--- src/rtl/cpu_seq_ctrl.sv ---
// Sequencer and execution core for the 8-bit test CPU.
// Four registers, {Z,N,C,V} flags, request/ready memory port.
module cpu_seq_ctrl #(
    parameter bit ILLEGAL_HALTS = 1'b0
) (
    input  logic        clk,
    input  logic        rst_n,
    input  logic        instr_valid_i,
    input  logic [15:0] instr_i,
    output logic        instr_ready_o,
    output logic        mem_req_o,
    output logic        mem_we_o,
    output logic [7:0]  mem_addr_o,
    output logic [7:0]  mem_wdata_o,
    input  logic [7:0]  mem_rdata_i,
    input  logic        mem_ready_i,
    output logic        done_o,
    output logic [3:0]  flags_o
);

    typedef enum logic [1:0] {
        S_FETCH,
        S_EXEC,
        S_MEM,
        S_HALT
    } state_e;

    state_e      state_q;
    logic [15:0] ir_q;
    logic [7:0]  rf_q [4];
    logic [3:0]  flags_q;
    logic        done_q;
    logic        rdy_q;
    logic        req_q;
    logic        we_q;
    logic [7:0]  addr_q;
    logic [7:0]  wdata_q;

    logic [3:0] op;
    logic [1:0] rd;
    logic [1:0] rs;
    logic [7:0] imm;
    logic [7:0] a;
    logic [7:0] b;
    logic [8:0] sum9;
    logic [8:0] dif9;

    assign op   = ir_q[15:12];
    assign rd   = ir_q[11:10];
    assign rs   = ir_q[9:8];
    assign imm  = ir_q[7:0];
    assign a    = rf_q[rd];
    assign b    = rf_q[rs];
    assign sum9 = {1'b0, a} + {1'b0, b};
    assign dif9 = {1'b0, a} - {1'b0, b};

    logic [7:0] res;
    logic [3:0] flags_d;
    logic       wr_en;
    logic       set_zn;
    logic       is_mem;
    logic       is_halt;

    always_comb begin
        res     = 8'h00;
        flags_d = flags_q;
        wr_en   = 1'b0;
        set_zn  = 1'b0;
        is_mem  = 1'b0;
        is_halt = 1'b0;
        unique case (op)
            4'h1: begin
                res = imm; wr_en = 1'b1; set_zn = 1'b1;
            end
            4'h2, 4'h3: is_mem = 1'b1;
            4'h4: begin
                res = sum9[7:0]; wr_en = 1'b1; set_zn = 1'b1;
                flags_d[1] = sum9[8];
                flags_d[0] = (a[7] == b[7]) && (sum9[7] != a[7]);
            end
            4'h5, 4'h9: begin
                res = dif9[7:0]; wr_en = (op == 4'h5); set_zn = 1'b1;
                flags_d[1] = dif9[8];
                flags_d[0] = (a[7] != b[7]) && (dif9[7] != a[7]);
            end
            4'h6, 4'h7, 4'h8: begin
                res = (op == 4'h6) ? (a & b) :
                      (op == 4'h7) ? (a | b) : (a ^ b);
                wr_en = 1'b1; set_zn = 1'b1;
                flags_d[1:0] = 2'b00;
            end
            4'hF: is_halt = 1'b1;
            4'hA, 4'hB, 4'hC, 4'hD, 4'hE: is_halt = ILLEGAL_HALTS;
            default: ;
        endcase
        if (set_zn) flags_d[3:2] = {res == 8'h00, res[7]};
    end

    always_ff @(posedge clk or negedge rst_n) begin
        if (!rst_n) begin
            state_q <= S_FETCH;
            ir_q    <= '0;
            for (int i = 0; i < 4; i++) rf_q[i] <= '0;
            flags_q <= '0;
            done_q  <= 1'b0;
            rdy_q   <= 1'b1;
            req_q   <= 1'b0;
            we_q    <= 1'b0;
            addr_q  <= '0;
            wdata_q <= '0;
        end else begin
            unique case (state_q)
                S_FETCH: if (instr_valid_i) begin
                    ir_q    <= instr_i;
                    rdy_q   <= 1'b0;
                    state_q <= S_EXEC;
                end
                S_EXEC: begin
                    if (is_halt) begin
                        done_q  <= 1'b1;
                        state_q <= S_HALT;
                    end else if (is_mem) begin
                        req_q   <= 1'b1;
                        we_q    <= (op == 4'h3);
                        addr_q  <= imm;
                        wdata_q <= a;
                        state_q <= S_MEM;
                    end else begin
                        if (wr_en) rf_q[rd] <= res;
                        flags_q <= flags_d;
                        rdy_q   <= 1'b1;
                        state_q <= S_FETCH;
                    end
                end
                S_MEM: if (mem_ready_i) begin
                    if (!we_q) begin
                        rf_q[rd]     <= mem_rdata_i;
                        flags_q[3:2] <= {mem_rdata_i == 8'h00, mem_rdata_i[7]};
                    end
                    req_q   <= 1'b0;
                    rdy_q   <= 1'b1;
                    state_q <= S_FETCH;
                end
                S_HALT: ;
                default: state_q <= S_FETCH;
            endcase
        end
    end

    assign instr_ready_o = rdy_q;
    assign mem_req_o     = req_q;
    assign mem_we_o      = we_q;
    assign mem_addr_o    = addr_q;
    assign mem_wdata_o   = wdata_q;
    assign done_o        = done_q;
    assign flags_o       = flags_q;

endmodule

--- config.mk ---
export PLATFORM = sky130hd
export DESIGN_NAME = cpu_seq_ctrl
export DESIGN_NICKNAME = d
export VERILOG_FILES = /design/src/rtl/cpu_seq_ctrl.sv
export SDC_FILE = /design/constraint.sdc
export NUM_CORES = 1
export LEC_CHECK = 0
export ABC_AREA = 1
export BUFFER_PORTS_ARGS = -buffer_cell sky130_fd_sc_hd__buf_2
export CAP_MARGIN = 10
export CORE_MARGIN = 2
export CORE_UTILIZATION = 55
export CTS_CLUSTER_DIAMETER = 120
export DETAILED_ROUTE_END_ITERATION = 10
export GPL_ROUTABILITY_DRIVEN = 0
export PLACE_DENSITY = 0.75
export REMOVE_ABC_BUFFERS = 1
export SETUP_SLACK_MARGIN = 0.3
export SLEW_MARGIN = 20
export SYNTH_ARGS = -nofsm -noshare
export SYNTH_HDL_FRONTEND = slang
export SYNTH_SLANG_ARGS = --single-unit
--- constraint.sdc ---
create_clock -name clk -period 4.5 [get_ports clk]
set_input_delay 0.45 -clock clk [delete_from_list [all_inputs] [get_ports clk]]
set_output_delay 0.45 -clock clk [all_outputs]
set_load 0.02 [all_outputs]
==> impl_metrics.prom, run 1 <==
# TYPE chip_impl_metric gauge
chip_impl_info{name="status",value="completed"} 1
chip_impl_metric{name="critical_path.max_stage_delay",unit="ps"} 910
chip_impl_metric{name="post_drt_via_cell_ratio",unit=""} 5.65
chip_impl_metric{name="power_density",unit="nW/µm²"} 234
chip_impl_metric{name="seqPwrFrac",unit="%"} 51.8
chip_impl_metric{name="finalSetupViolations",unit=""} 0
chip_impl_metric{name="fillers",unit=""} 792
chip_impl_metric{name="power_leakage",unit="µW"} 0.00296
chip_impl_metric{name="synth.yosys.seq_area_share",unit="%"} 37.2
chip_impl_metric{name="finalCriticalPeriod",unit="ps"} 3770
chip_impl_metric{name="htree_num_levels",unit=""} 3
chip_impl_metric{name="vdd_ir_drop_max",unit="mV"} 0.214
chip_impl_metric{name="ant_diodes",unit=""} 0
chip_impl_info{name="rsz_0062_raised_after_global_routing",value="false"} 1
chip_impl_info{name="path_cells",value="clkinv_1, nand2_1, a32oi_1, inv_1, ha_1, inv_1, nand2_1, nand2_1, inv_1, nand2_1, nand2_1, nand2_1, nand2_1, nand3_1, nand2_1, nor2_1, o21ai_2, nand2_1, nand2_1"} 1
chip_impl_metric{name="synth_cells",unit=""} 714
chip_impl_metric{name="cell_internal_pwr",unit="µW"} 1000
chip_impl_info{name="worstSetupPathType",value="flip-flop to flip-flop"} 1
chip_impl_metric{name="grt_pass1_wl",unit="µm"} 22700
chip_impl_metric{name="globalRouteTotalUtil",unit="%"} 28.9
chip_impl_info{name="crit-reg2reg-capture",value="flags_o[2]"} 1
chip_impl_info{name="crit_path_start_kind",value="flip-flop"} 1
chip_impl_metric{name="seq_cells_post_synth",unit=""} 74
chip_impl_metric{name="cp.buffers_inverters",unit=""} 4
chip_impl_metric{name="port_buffers",unit=""} 51
chip_impl_metric{name="final_number_of_hold_violating_endpoints",unit=""} 0
chip_impl_metric{name="cts.reportedPaths.clkPinSlew",unit="ps"} 80
chip_impl_metric{name="layout.cells.non_filler",unit=""} 868
chip_impl_metric{name="placement_rows",unit=""} 34
chip_impl_metric{name="timing.critical_path.depth",unit=""} 19
chip_impl_info{name="cts_tree",value="built"} 1
chip_impl_metric{name="synth.lib_cells_used.distinct",unit=""} 42
chip_impl_metric{name="grt_max_degree",unit=""} 75
chip_impl_info{name="cp_top_family",value="simple AND/OR/NAND/NOR gates"} 1
chip_impl_metric{name="number_of_pins_with_negative_max_slew_slack_in_the_final_report",unit=""} 0
chip_impl_metric{name="insertion_delay",unit="ps"} 370
chip_impl_metric{name="switching_power",unit="µW"} 285
chip_impl_metric{name="cts_inserted_buffers",unit=""} 9
chip_impl_metric{name="cts_setup_buffers",unit=""} 0
chip_impl_metric{name="synthesis.area",unit="µm²"} 4990
chip_impl_metric{name="regToRegSetupSlack",unit="ps"} 730
chip_impl_metric{name="critical_path_arrival",unit="ps"} 4020
chip_impl_metric{name="place.detailed.instances",unit=""} 852
chip_impl_info{name="cts_root_buf",value="clkbuf_8"} 1
chip_impl_metric{name="avgRoutedWirePerCell",unit="µm"} 16.0
chip_impl_info{name="endpoint_kind_of_the_worst_setup_timing_path",value="flip-flop"} 1
chip_impl_metric{name="dr_total_vias",unit=""} 4907
chip_impl_metric{name="die-area",unit="µm²"} 9850
chip_impl_metric{name="setup_ws",unit="ps"} 726
chip_impl_metric{name="drt_first_pass_iters",unit=""} 8
chip_impl_metric{name="share_comb_of_total_power",unit="%"} 2.3
chip_impl_metric{name="die_width",unit="µm"} 99.2
chip_impl_metric{name="drive_gt1_share",unit="%"} 11.1
chip_impl_metric{name="reg2regPathDepth",unit=""} 19
chip_impl_metric{name="grt.overflow.total",unit=""} 0
chip_impl_metric{name="cts.path.max_buffers",unit=""} 2
chip_impl_metric{name="drt_iter0_drc",unit=""} 380
chip_impl_metric{name="holdBufCountCts",unit=""} 0
chip_impl_metric{name="synth-edff-count",unit=""} 0
chip_impl_metric{name="totalNegativeSetupSlack",unit="ps"} 0
chip_impl_metric{name="layout.cell_area.non_filler",unit="µm²"} 5490
chip_impl_info{name="hp-class",value="input port to async pin"} 1
chip_impl_metric{name="die_height",unit="µm"} 99.2
chip_impl_metric{name="syn_area_per_cell",unit="µm²"} 6.98
chip_impl_metric{name="drt-total-wl",unit="µm"} 13900
chip_impl_metric{name="maxCapViolations",unit=""} 0
chip_impl_metric{name="tightestPinTransition",unit="ps"} 967
chip_impl_metric{name="clock_sink_count",unit=""} 74
chip_impl_metric{name="design.core.area",unit="µm²"} 8760
chip_impl_metric{name="detailed_route_drc_error_count",unit=""} 0
chip_impl_metric{name="number_of_antenna_violations_at_the_first_check_in_global_routing",unit=""} 0
chip_impl_metric{name="async_flop_share",unit="%"} 100
chip_impl_metric{name="top_level_ports",unit=""} 52
chip_impl_metric{name="detailedPlace.worstSlack",unit="ps"} 920
chip_impl_metric{name="synth-warning-count",unit=""} 0
chip_impl_metric{name="detailed_place_hpwl",unit="µm"} 10400
chip_impl_info{name="crit_path_top_delay_cell",value="dfrtp_1"} 1
chip_impl_metric{name="clock.fmax",unit="GHz"} 0.265
chip_impl_metric{name="switching_share",unit="%"} 22.1
chip_impl_metric{name="post_cts.resized_instances",unit=""} 0
chip_impl_metric{name="fin_hold_ws",unit="ps"} 213
chip_impl_info{name="yosys_most_used_dff",value="dfrtp_1"} 1
chip_impl_metric{name="post_dp_cell_area",unit="µm²"} 5270
chip_impl_metric{name="area_growth_from_synthesis_to_layout",unit="%"} 10.2
chip_impl_info{name="timing.rr.start",value="ir_q[8]"} 1
chip_impl_metric{name="nNetsFinal",unit=""} 814
chip_impl_metric{name="vias_in_the_first_global_route",unit=""} 4708
chip_impl_metric{name="worst_ep_required_time",unit="ps"} 4750
chip_impl_metric{name="clock_power_share",unit="%"} 45.9
chip_impl_metric{name="maxSlewHeadroom",unit="%"} 35.6
chip_impl_metric{name="clock_skew",unit="ps"} 16.6
chip_impl_metric{name="layout_worst_path_cycle_share",unit="%"} 83.9
chip_impl_metric{name="postRouteAntennaNets",unit=""} 0
chip_impl_metric{name="crit_fanout",unit=""} 25
chip_impl_info{name="critical-path-top-cell-by-count",value="nand2_1"} 1
chip_impl_metric{name="start_util",unit="%"} 56.9
[metal layers]
layer / wire length, µm / part of all wire [%] / track usage, %
met5: 0 / 0 / 0
met4: 444 / 3.2 / 13.1
met3: 1300 / 9.3 / 5.83
met2: 6340 / 46 / 45.2
met1: 5800 / 42 / 38.9
[cell usage after synthesis (all sizes together), types with 2 or more instances]
library cell  count  area, µm²
nand3            50        260
fa                2       40.0
a21oi            35        175
xor2              2       17.5
mux2i             2       20.0
o21a              2       15.0
buf              11       68.8
nor4              2       18.8
dfrtp            73       1830
ha               29        363
nand2           201        764
clkinv            4       15.0
a221oi            2       17.5
a32oi             8       70.1
nor3              3       15.0
and2              4       25.0
or2               3       18.8
clkbuf           10       37.5
nand4             4       25.0
nand3b            3       22.5
nor2             69        274
a22oi            10       75.1
inv             116        435
o21ai            63        319
[power groups by stage]
stage | clock, µW | sequential (µW) | combinational (µW)
2_1_floorplan | 0 | 680 | 1.33
3_3_place_gp | 0 | 679 | 29.9
3_5_place_dp | 0 | 679 | 30.8
4_1_cts | 595 | 666 | 30.9
5_1_grt | 620 | 666 | 34.6
6_report | 591 | 666 | 29.9
[cells by family after synthesis]
kind of cell | share of synthesized area (%)
and+or+nand+nor | 28.6
buffers and inverters | 11.2
adders and majority gates | 8.08
xor gates and xnor gates | 0.527
DFF | 37.2
AOI/OAI and AO/OA | 13.9
muxes | 0.627
[worst max path at each step]
stage | start | endpoint | slack [ps]
finish | ir_q[8] | flags_o[2] | 730
global route | ir_q[8] | rf_q[31] | 400
CTS | ir_q[8] | flags_o[2] | 860
detailed placement | ir_q[8] | flags_o[2] | 920
global placement | ir_q[8] | rf_q[23] | 1050
floorplan | ir_q[8] | flags_o[3] | 1890
[sequential cells by signal, summed over array words and instances (netlist names), 2 cells and up]
name         cells
flags_o          4
state_q          2
rf_q            32
mem_wdata_o      8
mem_addr_o       8
ir_q            16
[final cells by class]
cell class	instances	area [µm²]	area share (%)
multi-input combinational	499	2580	46.9
sequential	74	1850	33.7
inverter	120	450	8.20
timing repair buffer	51	258	4.69
clock buffer	11	141	2.57
tap	108	135	2.46
clock inverter	5	78.8	1.43
[placed cells by master (no fill, tap or decap), drive strengths merged, types with 4 or more instances in the layout]
master	instances
nand3	50
inv	116
a22oi	10
nand2	201
dfrtp	73
clkinv	7
clkbuf	11
nand4	4
buf	51
and2	4
o21ai	63
a32oi	8
ha	29
nor2	69
a21oi	35
[stage by stage]
| stage | util (%) | total power [µW] |
|---|---|---|
| after CTS | 62.7 | 1290 |
| after global placement | 60.2 | 709 |
| after global routing | 62.7 | 1320 |
| after floorplan | - | 682 |
| final | 62.7 | 1290 |
| after detailed placement | 60.2 | 710 |
Note: power is estimated with default switching activity, not from simulation.
==> run 2, diff against run 1 <==
Settings changed: CORE_UTILIZATION 55 to 54, PLACE_DENSITY 0.75 to 0.77.
Clock period 4.5 ns to 3 ns, I/O delays scaled along.
==> impl_metrics.prom, run 2 (synthesis gave the netlist of run 1 again) <==
# TYPE chip_impl_metric gauge
chip_impl_info{name="status",value="completed"} 1
chip_impl_metric{name="utilization",unit="%"} 70.8
chip_impl_metric{name="worst_ep_required_time",unit="ps"} 3280
chip_impl_info{name="cts_tree",value="built"} 1
chip_impl_metric{name="drt-total-wl",unit="µm"} 16000
chip_impl_metric{name="finalCriticalPeriod",unit="ps"} 2870
chip_impl_metric{name="max_ffs_per_register",unit=""} 32
chip_impl_metric{name="vdd_ir_drop_max",unit="mV"} 0.278
chip_impl_metric{name="cts.reportedPaths.clkPinSlew",unit="ps"} 90
chip_impl_metric{name="totalNegativeSetupSlack",unit="ps"} 0
chip_impl_metric{name="critical_path_arrival",unit="ps"} 3150
chip_impl_metric{name="drt_first_pass_iters",unit=""} 8
chip_impl_info{name="endpoint_kind_of_the_worst_setup_timing_path",value="flip-flop"} 1
chip_impl_info{name="cts_root_buf",value="clkbuf_8"} 1
chip_impl_info{name="crit_path_start_kind",value="flip-flop"} 1
chip_impl_info{name="rsz_0062_raised_after_global_routing",value="true"} 1
chip_impl_metric{name="holdBufCountCts",unit=""} 0
chip_impl_info{name="crit_path_top_delay_cell",value="dfrtp_2"} 1
chip_impl_metric{name="clock_skew",unit="ps"} 12.3
chip_impl_metric{name="cts.path.max_buffers",unit=""} 2
chip_impl_metric{name="detailedPlace.worstSlack",unit="ps"} -114
chip_impl_metric{name="cts_inserted_buffers",unit=""} 9
chip_impl_metric{name="finalPower",unit="µW"} 1750
chip_impl_metric{name="top_level_ports",unit=""} 52
chip_impl_metric{name="vias_in_the_first_global_route",unit=""} 5052
chip_impl_info{name="critical_path_origin",value="ir_q[10]"} 1
chip_impl_metric{name="number_of_antenna_violations_at_the_first_check_in_global_routing",unit=""} 0
chip_impl_metric{name="ant_diodes",unit=""} 0
chip_impl_metric{name="tightestPinTransition",unit="ps"} 947
chip_impl_metric{name="maxCapViolations",unit=""} 0
chip_impl_metric{name="die_height",unit="µm"} 100
chip_impl_metric{name="clock_sink_count",unit=""} 74
chip_impl_metric{name="layout_worst_path_cycle_share",unit="%"} 95.6
chip_impl_metric{name="grt_pass1_wl",unit="µm"} 23900
chip_impl_metric{name="critical_path.max_stage_delay",unit="ps"} 460
chip_impl_metric{name="drt_iter0_drc",unit=""} 428
chip_impl_metric{name="clock.fmax",unit="GHz"} 0.349
chip_impl_metric{name="die-area",unit="µm²"} 10000
chip_impl_metric{name="finalSetupViolations",unit=""} 0
chip_impl_metric{name="placement_rows",unit=""} 35
chip_impl_metric{name="nNetsFinal",unit=""} 879
chip_impl_metric{name="power_density",unit="nW/µm²"} 272
chip_impl_metric{name="maxSlewHeadroom",unit="%"} 36.9
chip_impl_info{name="worstSetupPathType",value="flip-flop to flip-flop"} 1
chip_impl_info{name="critical-path-top-cell-by-count",value="nand2_1"} 1
chip_impl_metric{name="post_dp_cell_area",unit="µm²"} 5600
chip_impl_metric{name="port_buffers",unit=""} 51
chip_impl_metric{name="postRouteAntennaNets",unit=""} 0
chip_impl_info{name="largest_registers_ranked_by_flip_flop_count",value="rf_q x32, ir_q x16"} 1
chip_impl_info{name="largest-register",value="rf_q"} 1
chip_impl_metric{name="final_number_of_hold_violating_endpoints",unit=""} 0
chip_impl_metric{name="grt_max_degree",unit=""} 75
chip_impl_metric{name="design.core.area",unit="µm²"} 9110
chip_impl_metric{name="detailed_place_hpwl",unit="µm"} 10800
chip_impl_info{name="mostFrequentLayoutCell",value="nand2_1"} 1
chip_impl_metric{name="die_width",unit="µm"} 100
chip_impl_metric{name="avgRoutedWirePerCell",unit="µm"} 17.0
chip_impl_metric{name="globalRouteTotalUtil",unit="%"} 30.7
chip_impl_metric{name="power_leakage",unit="µW"} 0.00330
chip_impl_metric{name="grt.overflow.total",unit=""} 0
chip_impl_metric{name="detailed_route_drc_error_count",unit=""} 0
chip_impl_info{name="hp-class",value="input port to async pin"} 1
chip_impl_metric{name="drive_gt1_share",unit="%"} 30.7
chip_impl_metric{name="layout.cell_area.non_filler",unit="µm²"} 6440
chip_impl_metric{name="insertion_delay",unit="ps"} 360
chip_impl_info{name="timing.rr.start",value="ir_q[10]"} 1
chip_impl_metric{name="area_growth_from_synthesis_to_layout",unit="%"} 29.2
chip_impl_metric{name="setup_ws",unit="ps"} 131
chip_impl_metric{name="crit_fanout",unit=""} 5
chip_impl_metric{name="post_drt_via_cell_ratio",unit=""} 5.72
chip_impl_metric{name="number_of_pins_with_negative_max_slew_slack_in_the_final_report",unit=""} 0
chip_impl_info{name="mostFrequentLayoutCells",value="177 x nand2_1, 98 x inv_1, 70 x dfrtp_1, 57 x buf_4, 54 x nor2_1"} 1
chip_impl_metric{name="dr_total_vias",unit=""} 5354
chip_impl_metric{name="htree_num_levels",unit=""} 3
chip_impl_metric{name="start_util",unit="%"} 54.8
chip_impl_info{name="path_cells",value="inv_2, nand2_1, inv_2, a22oi_2, and2_4, inv_2, ha_4, inv_2, fa_2, inv_2, nand2_1, nand2_1, nand2_1, nand3_1, nand2_1, nor2_2, buf_6, nand2_1, nor2_1, nand3_1, a21oi_1"} 1
-- run 2: worst max-delay path: cells and delay by family, from the launching register on --
kind,cells,cell delay (ps)
AOI/OAI and AO/OA,2,260
buffers and inverters,6,580
adders and majority gates,2,500
DFF,1,460
and+or+nand+nor,11,980
-- run 2: layout make-up --
| type | count | area [µm²] |
|---|---|---|
| clock inverter | 3 | 17.5 |
| inverter | 120 | 460 |
| multi-input combinational | 499 | 3040 |
| tap | 111 | 139 |
| fill | 686 | 2660 |
| sequential | 74 | 1860 |
| clock buffer | 13 | 149 |
| timing repair buffer | 116 | 779 |
-- run 2: report_power, final --
| part | switching [µW] | internal (µW) | total, µW |
|---|---|---|---|
| Sequential | 0.747 | 998 | 999 |
| Combinational | 30.4 | 14.7 | 45.2 |
| Clock | 388 | 322 | 710 |
-- run 2: per-stage QoR --
| step | hold WS, ps | cells |
|---|---|---|
| floorplan | 4.41 | 693 |
| global placement | 446 | 898 |
| detailed placement | 468 | 898 |
| CTS | 126 | 926 |
| global route | 185 | 936 |
| finish | 90.6 | 936 |
-- run 2: path summary, 6_finish.rpt --
path,to,slack (ps),cells past startpoint
setup / recovery,flags_o[3],130,21
hold / removal,mem_wdata_o[6],90,1
setup reg to reg,flags_o[3],130,21
hold reg to reg,mem_addr_o[0],480,2
max in group asynchronous,ir_q[11],2250,1
min in group clk,ir_q[11],180,2
-- run 2: what timing repair did --
| action | in CTS | in global routing |
|---|---|---|
| buffers inserted | 12 | 10 |
| setup endpoints to repair | 32 | 32 |
| gates resized for setup | 63 | 90 |
| pin swaps | 15 | 31 |
| endpoints found under the hold margin | 0 | 0 |
-- run 2: layer usage --
layer | global-route usage [%] | part of all wire [%]
met2 | 51.2 | 48
met1 | 38.5 | 37
met5 | 0 | 0
met4 | 15.1 | 5.3
met3 | 5.85 | 8.9
